## src/rtl/lis3dh_poller.sv

```systemverilog
// LIS3DH poller: WHO_AM_I check, CTRL_REG1 setup, then periodic OUT_X burst reads.
// Define LIS3DH_XYZ_EN to widen the burst to X/Y/Z and add sample_y/sample_z.
module lis3dh_poller #(
    parameter logic [31:0] POLL_DIV     = 32'd1000,
    parameter logic [7:0]  WHOAMI_EXP   = 8'h33,
    parameter logic [7:0]  CTRL1_VAL    = 8'h57,
    parameter logic [15:0] XFER_TIMEOUT = 16'd4096
) (
    input  logic        clk,
    input  logic        reset,
    output logic        xfer_start,
    output logic [7:0]  xfer_tx,
    output logic        xfer_hold,
    input  logic        xfer_busy,
    input  logic        xfer_done,
    input  logic [7:0]  xfer_rx,
    output logic [15:0] sample_x,
`ifdef LIS3DH_XYZ_EN
    output logic [15:0] sample_y,
    output logic [15:0] sample_z,
`endif
    output logic        sample_valid,
    output logic        dev_ok,
    output logic        fault,
    output logic [1:0]  fault_code
);

`ifdef LIS3DH_XYZ_EN
    localparam int NB = 6;
`else
    localparam int NB = 2;
`endif
    localparam int BW = 8 * NB;

    typedef enum logic [3:0] {
        S_IDLE, S_WHO0, S_WHO1, S_CFG0, S_CFG1, S_WAIT, S_RD, S_FAULT
    } state_t;

    state_t        state_q, state_d;
    logic          out_q, out_d;
    logic [15:0]   tcnt_q, tcnt_d;
    logic [31:0]   wcnt_q, wcnt_d;
    logic [2:0]    idx_q, idx_d;
    logic [BW-9:0] part_q, part_d;
    logic [BW-1:0] smp_q, smp_d;
    logic          valid_q, valid_d;
    logic          ok_q, ok_d;
    logic          fault_q, fault_d;
    logic [1:0]    code_q, code_d;
    logic          done;
    logic          byte_st;
    logic [BW-1:0] full;

    assign done    = out_q && xfer_done;
    assign byte_st = state_q inside {S_WHO0, S_WHO1, S_CFG0, S_CFG1, S_RD};
    assign full    = {xfer_rx, part_q};

    always_ff @(posedge clk or negedge reset) begin
        if (!reset) begin
            state_q <= S_IDLE;
            out_q   <= 1'b0;
            tcnt_q  <= '0;
            wcnt_q  <= '0;
            idx_q   <= '0;
            part_q  <= '0;
            smp_q   <= '0;
            valid_q <= 1'b0;
            ok_q    <= 1'b0;
            fault_q <= 1'b0;
            code_q  <= 2'd0;
        end else begin
            state_q <= state_d;
            out_q   <= out_d;
            tcnt_q  <= tcnt_d;
            wcnt_q  <= wcnt_d;
            idx_q   <= idx_d;
            part_q  <= part_d;
            smp_q   <= smp_d;
            valid_q <= valid_d;
            ok_q    <= ok_d;
            fault_q <= fault_d;
            code_q  <= code_d;
        end
    end

    always_comb begin
        state_d    = state_q;
        out_d      = out_q;
        tcnt_d     = tcnt_q;
        wcnt_d     = wcnt_q;
        idx_d      = idx_q;
        part_d     = part_q;
        smp_d      = smp_q;
        valid_d    = 1'b0;
        ok_d       = ok_q;
        fault_d    = fault_q;
        code_d     = code_q;
        xfer_start = 1'b0;
        xfer_tx    = 8'h00;
        xfer_hold  = 1'b0;

        unique case (state_q)
            S_IDLE: state_d = S_WHO0;
            S_WHO0: begin
                xfer_tx   = 8'h8F;
                xfer_hold = 1'b1;
                if (done) state_d = S_WHO1;
            end
            S_WHO1: begin
                if (done) begin
                    if (xfer_rx != WHOAMI_EXP) begin
                        state_d = S_FAULT;
                        fault_d = 1'b1;
                        code_d  = 2'd1;
                        ok_d    = 1'b0;
                    end else begin
                        state_d = S_CFG0;
                    end
                end
            end
            S_CFG0: begin
                xfer_tx   = 8'h20;
                xfer_hold = 1'b1;
                if (done) state_d = S_CFG1;
            end
            S_CFG1: begin
                xfer_tx = CTRL1_VAL;
                if (done) begin
                    ok_d    = 1'b1;
                    state_d = S_WAIT;
                    wcnt_d  = '0;
                end
            end
            S_WAIT: begin
                if (wcnt_q == POLL_DIV - 32'd1) begin
                    state_d = S_RD;
                    idx_d   = '0;
                    wcnt_d  = '0;
                end else begin
                    wcnt_d = wcnt_q + 32'd1;
                end
            end
            S_RD: begin
                xfer_tx   = (idx_q == 3'd0) ? 8'hE8 : 8'h00;
                xfer_hold = (idx_q != 3'(NB));
                if (done) begin
                    for (int i = 0; i < NB - 1; i++) begin
                        if (idx_q == 3'(i + 1)) part_d[8*i +: 8] = xfer_rx;
                    end
                    // Samples only change once the whole burst has arrived.
                    if (idx_q == 3'(NB)) begin
                        smp_d   = full;
                        valid_d = 1'b1;
                        state_d = S_WAIT;
                        wcnt_d  = '0;
                    end else begin
                        idx_d = idx_q + 3'd1;
                    end
                end
            end
            S_FAULT: ok_d = 1'b0;
            default: state_d = S_IDLE;
        endcase

        if (out_q && !done) begin
            if ({1'b0, tcnt_q} + 17'd1 >= {1'b0, XFER_TIMEOUT}) begin
                state_d   = S_FAULT;
                out_d     = 1'b0;
                fault_d   = 1'b1;
                code_d    = 2'd2;
                ok_d      = 1'b0;
                xfer_hold = 1'b0;
            end else begin
                tcnt_d = tcnt_q + 16'd1;
            end
        end
        if (done) begin
            out_d  = 1'b0;
            tcnt_d = '0;
        end
        if (byte_st && !out_q && !xfer_busy) begin
            xfer_start = 1'b1;
            out_d      = 1'b1;
            tcnt_d     = 16'd1;
        end
    end

    assign sample_x     = smp_q[15:0];
`ifdef LIS3DH_XYZ_EN
    assign sample_y     = smp_q[31:16];
    assign sample_z     = smp_q[47:32];
`endif
    assign sample_valid = valid_q;
    assign dev_ok       = ok_q;
    assign fault        = fault_q;
    assign fault_code   = code_q;

endmodule

```

## config.mk

```make
export PLATFORM = sky130hd
export DESIGN_NAME = lis3dh_poller
export DESIGN_NICKNAME = d
export VERILOG_FILES = /design/src/rtl/lis3dh_poller.sv
export SDC_FILE = /design/constraint.sdc
export NUM_CORES = 1
export LEC_CHECK = 0
export ABC_AREA = 0
export CORE_ASPECT_RATIO = 1.75
export CORE_MARGIN = 2
export CORE_UTILIZATION = 40
export CTS_CLUSTER_DIAMETER = 40
export CTS_CLUSTER_SIZE = 20
export DETAILED_ROUTE_END_ITERATION = 6
export REMOVE_ABC_BUFFERS = 1
export SETUP_SLACK_MARGIN = 0.05
export SYNTH_ARGS = -nofsm -noshare
export SYNTH_HDL_FRONTEND = slang
export SYNTH_SLANG_ARGS = --single-unit
```

## constraint.sdc

```tcl
create_clock -name clk -period 2.4 [get_ports clk]
set_clock_uncertainty 0.1 [all_clocks]
set_input_delay 0.36 -clock clk [delete_from_list [all_inputs] [get_ports clk]]
set_output_delay 0.36 -clock clk [all_outputs]
set_load 0.02 [all_outputs]
```

Word-level counts from Yosys, hierarchy flattened
Cells that the tools add are included.
{"block": "totals", "register_bits": 85, "word_cells": 108, "in_bits": 12, "out_inout_bits": 31}
{"block": "op_classes", "n_eq_ne": 18, "addsub": 4, "mux": 53, "magnitude_cmp": 1, "n_reduce_logical": 21}
{"operator": "32-bit two-way mux", "count": 4}
{"operator": "32-bit one-hot mux with 3 select lines", "count": 1}
{"operator": "16-bit two-way mux", "count": 4}
{"operator": "4-bit two-way mux", "count": 9}
{"operator": "32-bit by 1-bit adder with 32-bit output (second input constant)", "count": 1}
{"operator": "32-bit by 10-bit == test with 1-bit output (second input constant)", "count": 1}
{"operator": "4-bit one-hot mux with 8 select lines", "count": 1}
{"operator": "8-bit one-hot mux with 4 select lines", "count": 1}
{"operator": "1-bit two-way mux", "count": 20}
{"operator": "16-bit by 1-bit adder with 17-bit output (second input constant)", "count": 1}
{"operator": "17-bit by 13-bit greater-or-equal comparator with 1-bit output (second input constant)", "count": 1}
{"operator": "16-bit by 1-bit adder with 16-bit output (second input constant)", "count": 1}
{"operator": "4-bit by 3-bit == test with 1-bit output (second input constant)", "count": 4}
{"operator": "3-bit two-way mux", "count": 4}
{"operator": "2-bit two-way mux", "count": 5}
{"operator": "3-bit nonzero test", "count": 3}
{"operator": "4-bit by 2-bit == test with 1-bit output (second input constant)", "count": 2}
{"operator": "8-bit two-way mux", "count": 1}
{"operator": "2-bit != test (second input constant)", "count": 4}
{"operator": "8-bit by 6-bit != test with 1-bit output (second input constant)", "count": 1}
{"operator": "4-bit AND reduction", "count": 2}
{"operator": "3-bit by 2-bit != test with 1-bit output (second input constant)", "count": 2}
{"operator": "3-bit one-hot mux with 2 select lines", "count": 1}
{"operator": "3-bit AND reduction", "count": 2}
{"operator": "other kinds (15)", "count": 21}

Longest topological paths before layout
Gate-level depths: netlist of the first run.
{"block": "logic_depth", "word_depth": 6, "ltp_mapped": 8}

Worst setup path after synthesis of the first run
Ideal clock, no wire load.
{"block": "synth_path", "kind": "reg2reg", "startpoint": "register idx_q[0]", "endpoint": "register wcnt_q[28]", "t_arrival_ns": 1.960, "t_required_ns": 2.223, "period_less_slack_ns": 2.137, "stages_incl_launch_ff": 8, "path_buffers": 0, "slack_ns": 0.263, "cell_sequence": "dfrtp_1 > inv_1 > ha_1 > or3b_4 > a211oi_4 > nand2_2 > or3_1 > a21oi_1"}
{"block": "synth_between", "elab_chain_cells": 3}
{"element": "start: declaration", "line_no": "43", "source": "logic [2:0] idx_q, idx_d;"}
{"element": "start signal: assignment", "line_no": "76", "source": "idx_q <= idx_d;"}
{"element": "3-bit by 2-bit == test with 1-bit output", "line_no": "151", "source": "if (idx_q == 3'(NB)) begin"}
{"element": "2-bit by 1-bit != test with 1-bit output (no line)"}
{"element": "4-bit AND reduction (no line)"}
{"element": "end signal: assignment", "line_no": "75", "source": "wcnt_q <= wcnt_d;"}
{"element": "end: declaration", "line_no": "42", "source": "logic [31:0] wcnt_q, wcnt_d;"}
Every way passes these cells.
A chain may end at the register's enable or synchronous reset.

Worst setup path after layout of the first run
{"block": "layout_path", "startpoint": "register tcnt_q[15]", "endpoint": "output xfer_hold"}
{"block": "layout_between", "elab_chain_cells": 4}
{"element": "start: declaration", "line_no": "41", "source": "logic [15:0] tcnt_q, tcnt_d;"}
{"element": "start signal: assignment", "line_no": "74", "source": "tcnt_q <= tcnt_d;"}
{"element": "16-bit by 1-bit adder with 17-bit output", "line_no": "166", "source": "if ({1'b0, tcnt_q} + 17'd1 >= {1'b0, XFER_TIMEOUT}) begin"}
{"element": "17-bit by 13-bit greater-or-equal comparator with 1-bit output", "line_no": "166"}
{"element": "1-bit two-way mux", "line_no": "166"}
{"element": "1-bit two-way mux", "line_no": "165", "source": "if (out_q && !done) begin"}
{"element": "end: declaration", "line_no": "13", "source": "output logic xfer_hold,"}
Every way passes these cells.

==> results_tabular.tex, run 1 <==
\begin{tabular}{lr}
\hline
Metric & Value \\
\hline
\multicolumn{2}{l}{\textbf{Global routing}} \\
Wire length of the first global-routing pass & 17.5 mm \\
Met3 Usage GRT & 2.99\% \\
Largest net degree at the start of global routing & 62 \\
M2 GR Usage & 31.6\% \\
Vias in the first global route & 3645 \\
GRT overflow & 0 \\
Tot GR Track Use & 17.8\% \\
Initial antenna violation count & 0 \\
Most used routing layer & met2 \\
Global-route track usage on met1 & 20.7\% \\
\multicolumn{2}{l}{\textbf{Setup path}} \\
Max incr delay on CP & 0.54 ns \\
Required time of the worst setup path & 1.94 ns \\
Kind of end point of the critical path & primary output \\
Data arrival time at the worst-slack endpoint & 1.86 ns \\
Classification of the worst setup path & flip-flop to primary output \\
Chain of cells forming the critical path & or4\_4 > a41o\_1 > o211ai\_1 > and2\_1 > buf\_6 \\
Number of buffer and inverter instances along the worst setup path & 1 \\
Slowest stage cell, crit path & or4\_4 \\
Nature of the critical path startpoint & flip-flop \\
Register-to-register setup slack & 0.12 ns \\
Gate family responsible for the most delay along the worst path & simple AND/OR/NAND/NOR gates \\
Critical path fanouts, max & 2 \\
\multicolumn{2}{l}{\textbf{Routing}} \\
Via density per instance & 5.61 \\
Detailed Route WL & 10.3 mm \\
Pre-Repair DR Iteration Count & 6 \\
Average wire length per cell after detail routing & 16.3 um \\
Remaining DRCs & 0 \\
Count of nets left with antenna violations after detail routing & 0 \\
Count of vias placed by the detailed router & 3565 \\
DRC marker count from the first detailed-route iteration & 145 \\
\multicolumn{2}{l}{\textbf{Die}} \\
Number of placement rows & 51 \\
Starting Density & 40.5\% \\
Placeable core region & 11000 um\^{}2 \\
Die area & 12000 um\^{}2 \\
Count of pins on the block boundary & 43 \\
Die Wd & 83.7 um \\
Chip height & 143 um \\
\multicolumn{2}{l}{\textbf{Timing}} \\
Setup repair after global routing missed its margin & true \\
Max Transition Viols Final & 0 \\
Normalized max-slew margin & 46.7\% \\
FMAX & 431 MHz \\
Transition time at the pin with the least slew margin & 0.800 ns \\
Final number of hold-violating endpoints & 0 \\
Aggregate negative setup slack & 0 ns \\
Final-report setup violation count & 0 \\
Fin crit share & 96.7\% \\
Final critical path time including I/O delays and setup & 2.32 ns \\
Final-layout worst hold slack & 0.0146 ns \\
\multicolumn{2}{l}{\textbf{Flow run}} \\
MaxCap Viol Count & 0 \\
\multicolumn{2}{l}{\textbf{Final layout}} \\
Share of layout cells above drive strength 1 & 22.5\% \\
Number of antenna repair diodes & 0 \\
Area growth from synthesis to layout & 25.8\% \\
Nets@finish & 518 \\
Non-filler instance count after layout & 635 \\
Area of all placed cells without fillers & 5590 um\^{}2 \\
Core occupancy in the finished layout & 51.0\% \\
FILL cells & 1037 \\
\multicolumn{2}{l}{\textbf{Placed design}} \\
IO buf count & 42 \\
Cell count after placement & 616 \\
Cell area after placement & 5270 um\^{}2 \\
HPWL after detailed placement & 7.27 mm \\
GPL Wtd Cong & 0.840 \\
\multicolumn{2}{l}{\textbf{Power and ir drop}} \\
Worst vdd rail ir drop & 0.000365 V \\
Static Leak & 2.55 nW \\
Pwr/cell area & 572 nW/um\^{}2 \\
\multicolumn{2}{l}{\textbf{Logic synthesis}} \\
Primary flip-flop cell chosen by synthesis mapping & dfrtp\_1 \\
Sequential area share after synthesis & 47.8\% \\
Main area contributors after synthesis & dfrtp\_1 (48\%), mux2\_2 (6.1\%), xor2\_1 (4.1\%) \\
Post-Syn Instances & 423 \\
Yosys warning count & 0 \\
Count of cell types in the netlist & 63 \\
Dominant cell by count in the synthesized netlist & dfrtp\_1 \\
Flop and latch count out of synthesis & 85 \\
Fraction of registers with async set/reset & 100\% \\
Portion of synthesized cell area occupied by the leading cell type & 47.8\% \\
Commonest cells in the synthesized netlist & dfrtp\_1 (85), nor2\_1 (38), mux2\_2 (24), nand3\_1 (23), nand4\_1 (22) \\
Post-synth EDFFs & 0 \\
Cell area after synthesis & 4450 um\^{}2 \\
Leading area contributor after synthesis & dfrtp\_1 \\
Synthesized area per cell & 10.5 um\^{}2 \\
\multicolumn{2}{l}{\textbf{Hold path}} \\
Worst hold path type & primary input to async pin \\
\multicolumn{2}{l}{\textbf{Clock tree}} \\
Root buffer cell & clkbuf\_16 \\
\# H-tree levels & 3 \\
Clock sinks & 85 \\
Clock latency on the worst-skew pair & 0.33 ns \\
Worst-path clk slew & 0.06 ns \\
TritonCTS Buffers & 9 \\
Max clock buf depth & 2 \\
TritonCTS clock tree & built \\
\multicolumn{2}{l}{\textbf{Run status}} \\
Outcome & complete, no violations \\
\hline
\end{tabular}
-- stage by stage --
stage,total power [mW],setup slack [ns]
floorplan,1.74,-0.140
global placement,1.95,0.00997
detailed placement,1.96,-0.00108
CTS,3.24,0.0550
global route,3.34,-0.00660
finish,3.20,0.0792
-- cell usage in the layout, fill, tap and decap left out, types with 11 or more instances in the layout --
| master | count |
|---|---|
| buf_4 | 41 |
| clkdlybuf4s50_1 | 31 |
| nor2_1 | 38 |
| nand2_1 | 19 |
| nand4_1 | 22 |
| nand3_1 | 23 |
| xor2_1 | 21 |
| dfrtp_1 | 85 |
| a21oi_1 | 11 |
| o21ai_0 | 12 |
| mux2_2 | 24 |
-- metal layers --
metal / part of all wire (%) / up-vias
met2: 53 / 58
met1: 42 / 1790
li1: - / 1693
met5: 0 / -
met4: 2.8 / 0
met3: 2.5 / 24
-- final timing paths --
check	cells past startpoint	start	end
setup / recovery	5	tcnt_q[15]	xfer_hold
setup reg to reg	8	idx_q[0]	wcnt_q[28]
max in group asynchronous	2	reset	wcnt_q[14]
hold / removal	1	reset	sample_x[2]
min in group clk	2	fault	fault
hold reg to reg	2	fault	fault
-- report_power, final --
group	switching, mW	internal, mW
clock network	0.554	0.720
registers	0.0463	1.48
logic	0.230	0.165
-- worst reg2reg max path: stages, from the launching register on --
cell and delay, ns:
dfrtp_1 0.40, inv_2 0.07, ha_2 0.18, or3b_4 0.41, a211oi_4 0.35, buf_6 0.16
nand2_2 0.06, or3_4 0.37, a21oi_2 0.11
-- layout make-up --
class / count / area [um^2] / area share (%)
clock buffers: 11 / 243 / 4.34
clock inverters: 4 / 25.0 / 0.447
inverters: 11 / 41.3 / 0.738
multi-input cells: 305 / 2190 / 39.1
flip-flops and latches: 85 / 2130 / 38.0
well taps: 132 / 165 / 2.95
repair buffers: 87 / 805 / 14.4
-- cell families (layout without fill, tap and decap cells) --
kind of cell | after synthesis | count (layout) | synth area share, %
xor gates and xnor gates | 28 | 28 | 5.52
adders and majority gates | 7 | 7 | 1.97
and+or+nand+nor | 178 | 178 | 23.7
buffers and inverters | 33 | 113 | 3.57
other | 1 | 1 | 0.0843
muxes | 29 | 29 | 7.32
DFF | 85 | 85 | 47.8
AOI/OAI and AO/OA | 62 | 62 | 10.0
-- what timing repair did --
item,CTS,global route
setup endpoints to repair,14,26
hold buffers,0,0
pin swaps,1,3
setup buffers,0,5
gates resized for setup,17,13
-- state kept, by name, indices dropped and copies added, names as in the netlist --
name,flops
dev_ok,1
fault,1
fault_code,2
idx_q,3
out_q,1
part_q,8
sample_valid,1
sample_x,16
state_q,4
tcnt_q,16
wcnt_q,32
No activity file was read; power rests on OpenSTA's default activity.
==> run 2, diff against run 1 <==
--- a/config.mk
+++ b/config.mk
@@ -7,7 +7,6 @@
 export LEC_CHECK = 0
 export ABC_AREA = 0
 export CORE_ASPECT_RATIO = 1.75
-export CORE_MARGIN = 2
 export CORE_UTILIZATION = 40
 export CTS_CLUSTER_DIAMETER = 40
 export CTS_CLUSTER_SIZE = 20
==> run 2 against run 1 <==
Cell count stayed put; wire length rose by 1.8%; global-route usage increased by 1.6 points; flip-flop and latch count did not move; setup slack worse by 0.0080 ns; fmax down 0.34%; die area is 3.8% lower; combinational power hardly changed; register-to-register slack better by 0.02 ns; highest routed layer unchanged.
==> results_tabular.tex, run 2 (synthesis results as in run 1) <==
\begin{tabular}{lr}
\hline
Metric & Value \\
\hline
\multicolumn{2}{l}{\textbf{Routing}} \\
Detailed Route WL & 10.5 mm \\
Average wire length per cell after detail routing & 16.6 um \\
Pre-Repair DR Iteration Count & 4 \\
Count of vias placed by the detailed router & 3491 \\
DRC marker count from the first detailed-route iteration & 197 \\
Remaining DRCs & 0 \\
Count of nets left with antenna violations after detail routing & 0 \\
Via density per instance & 5.50 \\
\multicolumn{2}{l}{\textbf{Power and ir drop}} \\
Static Leak & 2.55 nW \\
Total Power & 3.26 mW \\
Pwr/cell area & 579 nW/um\^{}2 \\
Worst vdd rail ir drop & 0.000433 V \\
\multicolumn{2}{l}{\textbf{Final layout}} \\
Biggest register & wcnt\_q \\
Leading cell types in the layout, fill and taps excluded & dfrtp\_1 (83), buf\_4 (40), nor2\_1 (38), clkdlybuf4s50\_1 (31), mux2\_2 (24) \\
Number of antenna repair diodes & 0 \\
Share of layout cells above drive strength 1 & 22.2\% \\
Flip-flop count of the largest register, all copies and words added & 32 \\
Nets@finish & 519 \\
Commonest non-fill, non-tap cell in the layout & dfrtp\_1 \\
Area growth from synthesis to layout & 26.5\% \\
\multicolumn{2}{l}{\textbf{Timing}} \\
Final-layout worst hold slack & 0.361 ns \\
FMAX & 429 MHz \\
Final number of hold-violating endpoints & 0 \\
Max Transition Viols Final & 0 \\
Final-report setup violation count & 0 \\
Final critical path time including I/O delays and setup & 2.33 ns \\
Fin crit share & 97.0\% \\
Setup repair after global routing missed its margin & true \\
Normalized max-slew margin & 62.7\% \\
Worst setup margin & 0.0712 ns \\
Transition time at the pin with the least slew margin & 0.554 ns \\
\multicolumn{2}{l}{\textbf{Setup path}} \\
Destination of the worst register-to-register timing path & wcnt\_q[28] \\
Max incr delay on CP & 0.53 ns \\
Register-to-register setup slack & 0.14 ns \\
Data arrival time at the worst-slack endpoint & 1.87 ns \\
Number of buffer and inverter instances along the worst setup path & 1 \\
Nature of the critical path startpoint & flip-flop \\
Critical path fanouts, max & 2 \\
Gate family responsible for the most delay along the worst path & simple AND/OR/NAND/NOR gates \\
Required time of the worst setup path & 1.94 ns \\
Beginning of the worst register-to-register path & idx\_q[0] \\
Classification of the worst setup path & flip-flop to primary output \\
Chain of cells forming the critical path & or4\_4 > a41o\_1 > o211ai\_1 > and2\_1 > buf\_6 \\
Register-to-Register Path Depth & 8 \\
Kind of end point of the critical path & primary output \\
Slowest stage cell, crit path & or4\_4 \\
\multicolumn{2}{l}{\textbf{Clock tree}} \\
Max clock buf depth & 2 \\
Root buffer cell & clkbuf\_16 \\
TritonCTS clock tree & built \\
Worst-path clk slew & 0.07 ns \\
Clock latency on the worst-skew pair & 0.35 ns \\
\# H-tree levels & 3 \\
TritonCTS Buffers & 9 \\
Clock sinks & 85 \\
\multicolumn{2}{l}{\textbf{Global routing}} \\
Vias in the first global route & 3569 \\
GRT overflow & 0 \\
Largest net degree at the start of global routing & 34 \\
Initial antenna violation count & 0 \\
Wire length of the first global-routing pass & 17.1 mm \\
Tot GR Track Use & 19.4\% \\
\multicolumn{2}{l}{\textbf{Die}} \\
Chip height & 141 um \\
Number of placement rows & 50 \\
Placeable core region & 10800 um\^{}2 \\
Count of pins on the block boundary & 43 \\
Die area & 11600 um\^{}2 \\
Die Wd & 81.7 um \\
Starting Density & 41.3\% \\
\multicolumn{2}{l}{\textbf{Flow run}} \\
MaxCap Viol Count & 0 \\
\multicolumn{2}{l}{\textbf{Placed design}} \\
IO buf count & 42 \\
Worst setup slack after placement & -0.0196 ns \\
HPWL after detailed placement & 7.66 mm \\
GPL Wtd Cong & 0.790 \\
\multicolumn{2}{l}{\textbf{Hold path}} \\
Worst hold path type & primary input to async pin \\
\multicolumn{2}{l}{\textbf{Run status}} \\
Outcome & complete, no violations \\
\hline
\end{tabular}
-- run 2: per-layer routing --
metal / vias up / part of all wire (%) / global-route usage [%]
met3: 15 / 2.0 / 3.54
met4: 0 / 2.1 / 8.03
li1: 1695 / - / -
met5: - / 0 / 0
met2: 44 / 55 / 35.7
met1: 1737 / 41 / 21.1
-- run 2: what timing repair did --
action                                 CTS  global route
endpoints found under the hold margin   21             0
cloned                                   0             0
pin swaps                                0             1
resized for setup                       16             9
setup endpoints to repair               10            24
setup buffers                            0             3
hold buffers                             1             0
-- run 2: layout make-up --
class / count / area, um^2
clock inverter: 7 / 56.3
sequential: 85 / 2130
inverter: 11 / 41.3
multi-input combinational: 305 / 2180
timing repair buffer: 88 / 827
clock buffer: 9 / 225
fill: 979 / 5130
tap: 130 / 163
-- run 2: report_power, final --
group	leakage [nW]	internal, mW	switching [mW]	total [mW]
Sequential	1.14	1.48	0.0490	1.53
Combinational	1.28	0.167	0.227	0.394
Clock	0.125	0.712	0.622	1.33
Total	2.55	2.36	0.898	3.26
-- run 2: worst max path at each step --
| stage | start | to | slack [ns] | cells after the start |
|---|---|---|---|---|
| floorplan | idx_q[0] | wcnt_q[22] | -0.14 | 7 |
| global placement | tcnt_q[14] | xfer_hold | -0.008 | 5 |
| detailed placement | tcnt_q[14] | xfer_hold | -0.02 | 5 |
| CTS | tcnt_q[14] | xfer_hold | 0.05 | 5 |
| global route | idx_q[0] | xfer_tx[3] | 0.0006 | 6 |
| finish | tcnt_q[12] | xfer_hold | 0.07 | 5 |
-- run 2: through the flow --
stage,setup TNS [ns],utilization (%),area [um^2],std cells
5_1_grt,0,52.3,5630,635
3_3_place_gp,-0.00790,49.1,5290,615
3_5_place_dp,-0.0196,49.1,5290,615
6_report,0,52.3,5630,635
4_1_cts,0,51.8,5570,632
2_1_floorplan,-0.363,-,4330,401
